<file path="src/rtl/mux_pipe.sv">
// Registered N:1 channel multiplexer with valid/ready handshake and out-of-range select flagging.
// Define MUX_PIPE_SKID_EN to add a skid entry so that in_ready is a register output.
module mux_pipe #(
    parameter int DATA_W = 16,
    parameter int NUM_IN = 4,
    localparam int SEL_W = $clog2(NUM_IN)
) (
    input  logic                     clk,
    input  logic                     rst,
    input  logic [NUM_IN*DATA_W-1:0] in_data,
    input  logic [SEL_W-1:0]         in_sel,
    input  logic                     in_valid,
    output logic                     in_ready,
    output logic [DATA_W-1:0]        out_data,
    output logic [SEL_W-1:0]         out_sel,
    output logic                     out_valid,
    input  logic                     out_ready,
    output logic                     sel_err
);

    localparam logic [SEL_W:0]   NUM_IN_L = (SEL_W + 1)'(NUM_IN);
    localparam logic [SEL_W-1:0] LAST_SEL = SEL_W'(NUM_IN - 1);

    function automatic logic [DATA_W-1:0] pick_chan(
        input logic [NUM_IN*DATA_W-1:0] bus,
        input logic [SEL_W-1:0]         idx
    );
        logic [DATA_W-1:0] res;
        res = '0;
        for (int i = 0; i < NUM_IN; i++) begin
            if (idx == SEL_W'(i)) res = bus[i*DATA_W +: DATA_W];
        end
        return res;
    endfunction

    // p0: clamp the select and pick the channel
    logic              err_p0;
    logic [DATA_W-1:0] data_p0;
    logic              acc_p0;

    assign err_p0  = {1'b0, in_sel} >= NUM_IN_L;
    assign data_p0 = pick_chan(in_data, err_p0 ? LAST_SEL : in_sel);
    assign acc_p0  = in_valid && in_ready;

    // p1: output register
    logic              vld_p1;
    logic [DATA_W-1:0] data_p1;
    logic [SEL_W-1:0]  sel_p1;
    logic              err_p1;

`ifdef MUX_PIPE_SKID_EN
    logic              vld_sk;
    logic [DATA_W-1:0] data_sk;
    logic [SEL_W-1:0]  sel_sk;
    logic              err_sk;
    logic              out_fire;

    assign out_fire = vld_p1 && out_ready;
    // Ready depends only on the registered skid occupancy, never on out_ready.
    assign in_ready = !rst && !vld_sk;

    always_ff @(posedge clk) begin
        if (rst) begin
            vld_p1  <= 1'b0;
            data_p1 <= '0;
            sel_p1  <= '0;
            err_p1  <= 1'b0;
            vld_sk  <= 1'b0;
            data_sk <= '0;
            sel_sk  <= '0;
            err_sk  <= 1'b0;
        end else if (vld_sk) begin
            if (out_fire) begin
                data_p1 <= data_sk;
                sel_p1  <= sel_sk;
                err_p1  <= err_sk;
                vld_sk  <= 1'b0;
            end
        end else if (!vld_p1 || out_ready) begin
            vld_p1 <= acc_p0;
            if (acc_p0) begin
                data_p1 <= data_p0;
                sel_p1  <= in_sel;
                err_p1  <= err_p0;
            end
        end else if (acc_p0) begin
            data_sk <= data_p0;
            sel_sk  <= in_sel;
            err_sk  <= err_p0;
            vld_sk  <= 1'b1;
        end
    end
`else
    assign in_ready = !rst && (!vld_p1 || out_ready);

    always_ff @(posedge clk) begin
        if (rst) begin
            vld_p1  <= 1'b0;
            data_p1 <= '0;
            sel_p1  <= '0;
            err_p1  <= 1'b0;
        end else if (acc_p0) begin
            vld_p1  <= 1'b1;
            data_p1 <= data_p0;
            sel_p1  <= in_sel;
            err_p1  <= err_p0;
        end else if (out_ready) begin
            vld_p1 <= 1'b0;
        end
    end
`endif

    // An item caught by reset is never presented as transferable.
    assign out_valid = vld_p1 && !rst;
    assign out_data  = data_p1;
    assign out_sel   = sel_p1;
    assign sel_err   = err_p1;

endmodule
</file>
<file path="config.mk">
export PLATFORM = sky130hd
export DESIGN_NAME = mux_pipe
export DESIGN_NICKNAME = d
export VERILOG_FILES = /design/src/rtl/mux_pipe.sv
export SDC_FILE = /design/constraint.sdc
export NUM_CORES = 1
export LEC_CHECK = 0
export CAP_MARGIN = 20
export CORE_MARGIN = 5
export CORE_UTILIZATION = 33
export CTS_BUF_LIST = sky130_fd_sc_hd__clkbuf_8 sky130_fd_sc_hd__clkbuf_16
export DETAILED_ROUTE_END_ITERATION = 16
export GPL_TIMING_DRIVEN = 0
export PLACE_DENSITY = 0.8
export SLEW_MARGIN = 20
export SYNTH_ARGS = -nofsm -noshare
export SYNTH_HDL_FRONTEND = slang
export SYNTH_SLANG_ARGS = --single-unit
</file>
<file path="constraint.sdc">
create_clock -name clk -period 1.4 [get_ports clk]
set_input_delay 0.28 -clock clk [delete_from_list [all_inputs] [get_ports clk]]
set_output_delay 0.28 -clock clk [all_outputs]
set_load 0.005 [all_outputs]
</file>
==> metrics.log <==
INFO  metric quantity_of_hold_fixing_buffers_added_after_cts = 0
INFO  metric crit_chain = clkdlybuf4s50_1
INFO  metric timing.critical_path.buf_inv = 1
INFO  metric gp_routability_congestion = about 0.78
INFO  metric worst_ep_required_time = 1.12 ns
INFO  metric first_global_vias = 1,350
INFO  metric regToRegStartpoint = vld_p1
INFO  metric max-cap-violations = 0
INFO  metric die_y = 69.4 um
INFO  metric run_status = finished clean
INFO  metric post_route_cells_drive_above_1_share = 0.190
INFO  metric worst_clock_skew = 0.00310 ns
INFO  metric share_clk_of_total_power = 0.246
INFO  metric grt_max_degree = 11
INFO  metric cellLeakagePower = 1.02 nW
INFO  metric htree_levels = 1
INFO  metric hold-path-endpoint = vld_p1
INFO  metric min_path_type = input pin to flip-flop
INFO  metric whs = 0.396 ns
INFO  metric setup_viol = 0
INFO  metric met1Wirelength = 1630 um
INFO  metric die_x = roughly 69 um
INFO  metric cts_tree = done
INFO  metric cts_root_buf = sky130_fd_sc_hd__clkbuf_8
INFO  metric min_delay_path_depth = 2
INFO  metric finalNetCount = 271
INFO  metric critPathKind = flip-flop to primary output
INFO  metric p_total = 1.50 mW
INFO  metric critical_path_source_type = flip-flop
INFO  metric ys_async_rst_share = 0
INFO  metric avgRoutedWirePerCell = 16.4 um
INFO  metric power.switching = roughly 360 uW
INFO  metric worst-r2r-setup-slack = 0.09 ns
INFO  metric globalRouteOverflowTotal = 0
INFO  metric seq_power_share = 0.411
INFO  metric critical_path.max_fanout = 2
INFO  metric fp-row-count = 21
INFO  metric drt_iter0_drc = 66
INFO  metric layout.filler_cells = 272
INFO  metric yosys_warnings = 0
INFO  metric unrepaired_setup_endpoints_after_global_routing = no
INFO  metric post-place-ws = -0.839 ns
INFO  metric count_of_state_elements_after_synthesis = 19
INFO  metric detailedPlacementHpwl = around 3500 um
INFO  metric synth_area = 0.00116 mm^2
INFO  metric postSynthNetCount = 179
INFO  metric grt_pass1_wl = 6490 um
INFO  metric pin_count = slightly above 90
INFO  metric detail_route.drc_violations = 0
INFO  metric timing.critical_path.slowest_stage_cell = sky130_fd_sc_hd__clkdlybuf4s50_1
INFO  metric comb_power_share = 0.343
INFO  metric irDropWorstVdd = 0.316 mV
INFO  metric achievable_freq = 730 MHz
INFO  metric report.final.slew_viol_count = 0
INFO  metric worstRegToRegCells = 5
INFO  metric detailroute.wirelength.met2 = 2050 um
INFO  metric final_min_period_over_clock_period = 0.979
INFO  metric port_buffers = 86
INFO  metric hold_violations = 0
INFO  metric critical_path.top_delay_family = buffers and inverters
INFO  metric synth_sequential_area_ratio = 0.327
INFO  metric core_area = 0.00339 mm^2
INFO  metric power_switching_share = 0.238
INFO  metric finalWirelength = 4040 um
INFO  metric topRoutingLayerUsed = met4
INFO  metric max-clock-path-buffers = 2
INFO  metric timing.hold.worst.start = rst
INFO  metric syn_inst = 109
INFO  metric number_of_antenna_violations_at_the_first_check_in_global_routing = 0
INFO  metric critPathCaptureType = primary output
INFO  metric power.internal = 1.14 mW
INFO  metric synth_enable_flop_cells = 0
INFO  metric initial_core_util = 0.344
INFO  metric met3WireLength = ~300 um
INFO  metric routed-via-count = 1,249
INFO  metric reg_to_reg_end = out_sel[1]
INFO  metric critical_path.max_stage_delay = roughly 0.5 ns
INFO  metric cp_data_arrival_time = 1.09 ns
INFO  metric tot_gr_track_use = 0.165
INFO  metric drt.antenna.violating_nets = 0
INFO  metric clkTransAtPathRegs = 0.07 ns
INFO  metric syn_area_per_cell = 10.7 um^2
INFO  metric clk-insertion-delay-late = 0.25 ns
INFO  metric syn_to_final_growth = 89.7%
INFO  metric drt_pass1_iterations = 4
INFO  metric fp.dieArea = 0.00482 mm^2
INFO  metric setup_slack = 0.0297 ns
INFO  metric power.density_cell_area = 677 mW/mm^2
INFO  metric yosys.cell_types.count = 21
INFO  metric number_of_clock_buffers_inserted_by_tritoncts = 3
INFO  metric layout_min_cycle_time = 1.37 ns
INFO  metric antenna_cells_inserted = 0
INFO  metric cts_num_sinks = 19
INFO  metric synth-main-ff-cell = sky130_fd_sc_hd__dfxtp_1
INFO  metric routed_via_density = slightly above 5
## repair_timing
action / CTS / global route
pin swaps: 1 / 0
hold endpoints to repair: 0 / 0
endpoints found under the setup margin: 20 / 27
resized for setup: 20 / 21
buffers inserted: 1 / 1
## final cells by class
class	count	area, um^2	share of cell area
buffer	13	106	0.0481
clock buffer	3	41.3	0.0187
clock inverter	1	3.75	0.00170
inverter	2	10.0	0.00453
multi-input combinational	74	703	0.318
sequential	19	385	0.174
tap	46	57.6	0.0260
timing repair buffer	88	902	0.408
## routing by layer
metal	track usage	up-vias
li1	-	603
met1	0.202	579
met2	0.288	63
met3	0.0333	4
met4	0.0542	0
met5	0	-
## cells by family after synthesis
family          Yosys count  synth area share
compound gates           17            0.0730
buf+inv                  16            0.0827
simple gates             38             0.170
flops                    19             0.327
other cells               1           0.00322
mux                      18             0.345
## worst reg2reg max path: cells and delay by family (launching register included)
kind | cells | cell delay, ns
multiplexers | 1 | 0.33
buffers and inverters | 2 | 0.29
flip-flops | 1 | 0.34
AND/OR/NAND/NOR | 2 | 0.25
## through the flow
stage | cell area (um^2) | util | TNS (ns) | cells
after CTS | 2160 | 0.638 | -0.0166 | 246
after detailed placement | 2080 | 0.615 | -8.30 | 241
after global routing | 2210 | 0.652 | 0 | 246
after global placement | 2080 | 0.615 | -6.94 | 241
after floorplan | 1160 | - | 0 | 109
final | 2210 | 0.652 | 0 | 246
## cell usage in the layout, fill, tap and decap left out, drive strengths merged
master          n
and2            1
nand2          16
inv             3
nand2b          1
clkdlybuf4s15   1
dfxtp          19
conb            1
mux2            2
dlygate4sd2     2
nor2b           3
a21oi           1
clkbuf          7
clkdlybuf4s50  69
o21ai          16
buf            12
dlymetal6s2s   13
mux4           16
nand4          16
and3            1
## cell usage after synthesis, types with 2 or more instances
master                     count  area (um^2)
sky130_fd_sc_hd__buf_2         7         35.0
sky130_fd_sc_hd__clkbuf_1      4         15.0
sky130_fd_sc_hd__dfxtp_1      19          380
sky130_fd_sc_hd__mux2_2        2         22.5
sky130_fd_sc_hd__mux4_1        5          131
sky130_fd_sc_hd__mux4_2       11          248
sky130_fd_sc_hd__nand2_1      16         60.1
sky130_fd_sc_hd__nand4_1      16          100
sky130_fd_sc_hd__nor2b_1       3         18.8
sky130_fd_sc_hd__o21ai_0       6         30.0
sky130_fd_sc_hd__o21ai_1      10         50.1
## state kept, by name, summed over array words and instances, names as in the netlist
| signal | cells |
|---|---|
| vld_p1 | 1 |
| out_data | 16 |
| out_sel | 2 |
## worst max path at each step
stage               cells after the start  slack, ns            to   startpoint
floorplan                               5       0.11  out_data[10]    in_sel[0]
global placement                        5      -0.79      in_ready          rst
detailed placement                      5      -0.84      in_ready          rst
CTS                                     5      -0.02      in_ready       vld_p1
global route                            1     0.0005   out_data[0]  out_data[0]
finish                                  1       0.03   out_data[7]  out_data[7]
## power groups by stage
stage / clock [mW] / combinational, mW / sequential (mW)
3_5_place_dp: 0 / 0.514 / 0.626
2_1_floorplan: 0 / 0.190 / 0.627
6_report: 0.368 / 0.514 / 0.614
5_1_grt: 0.413 / 0.554 / 0.621
4_1_cts: 0.380 / 0.522 / 0.615
3_3_place_gp: 0 / 0.502 / 0.623
No activity file was read; power rests on OpenSTA's default activity.
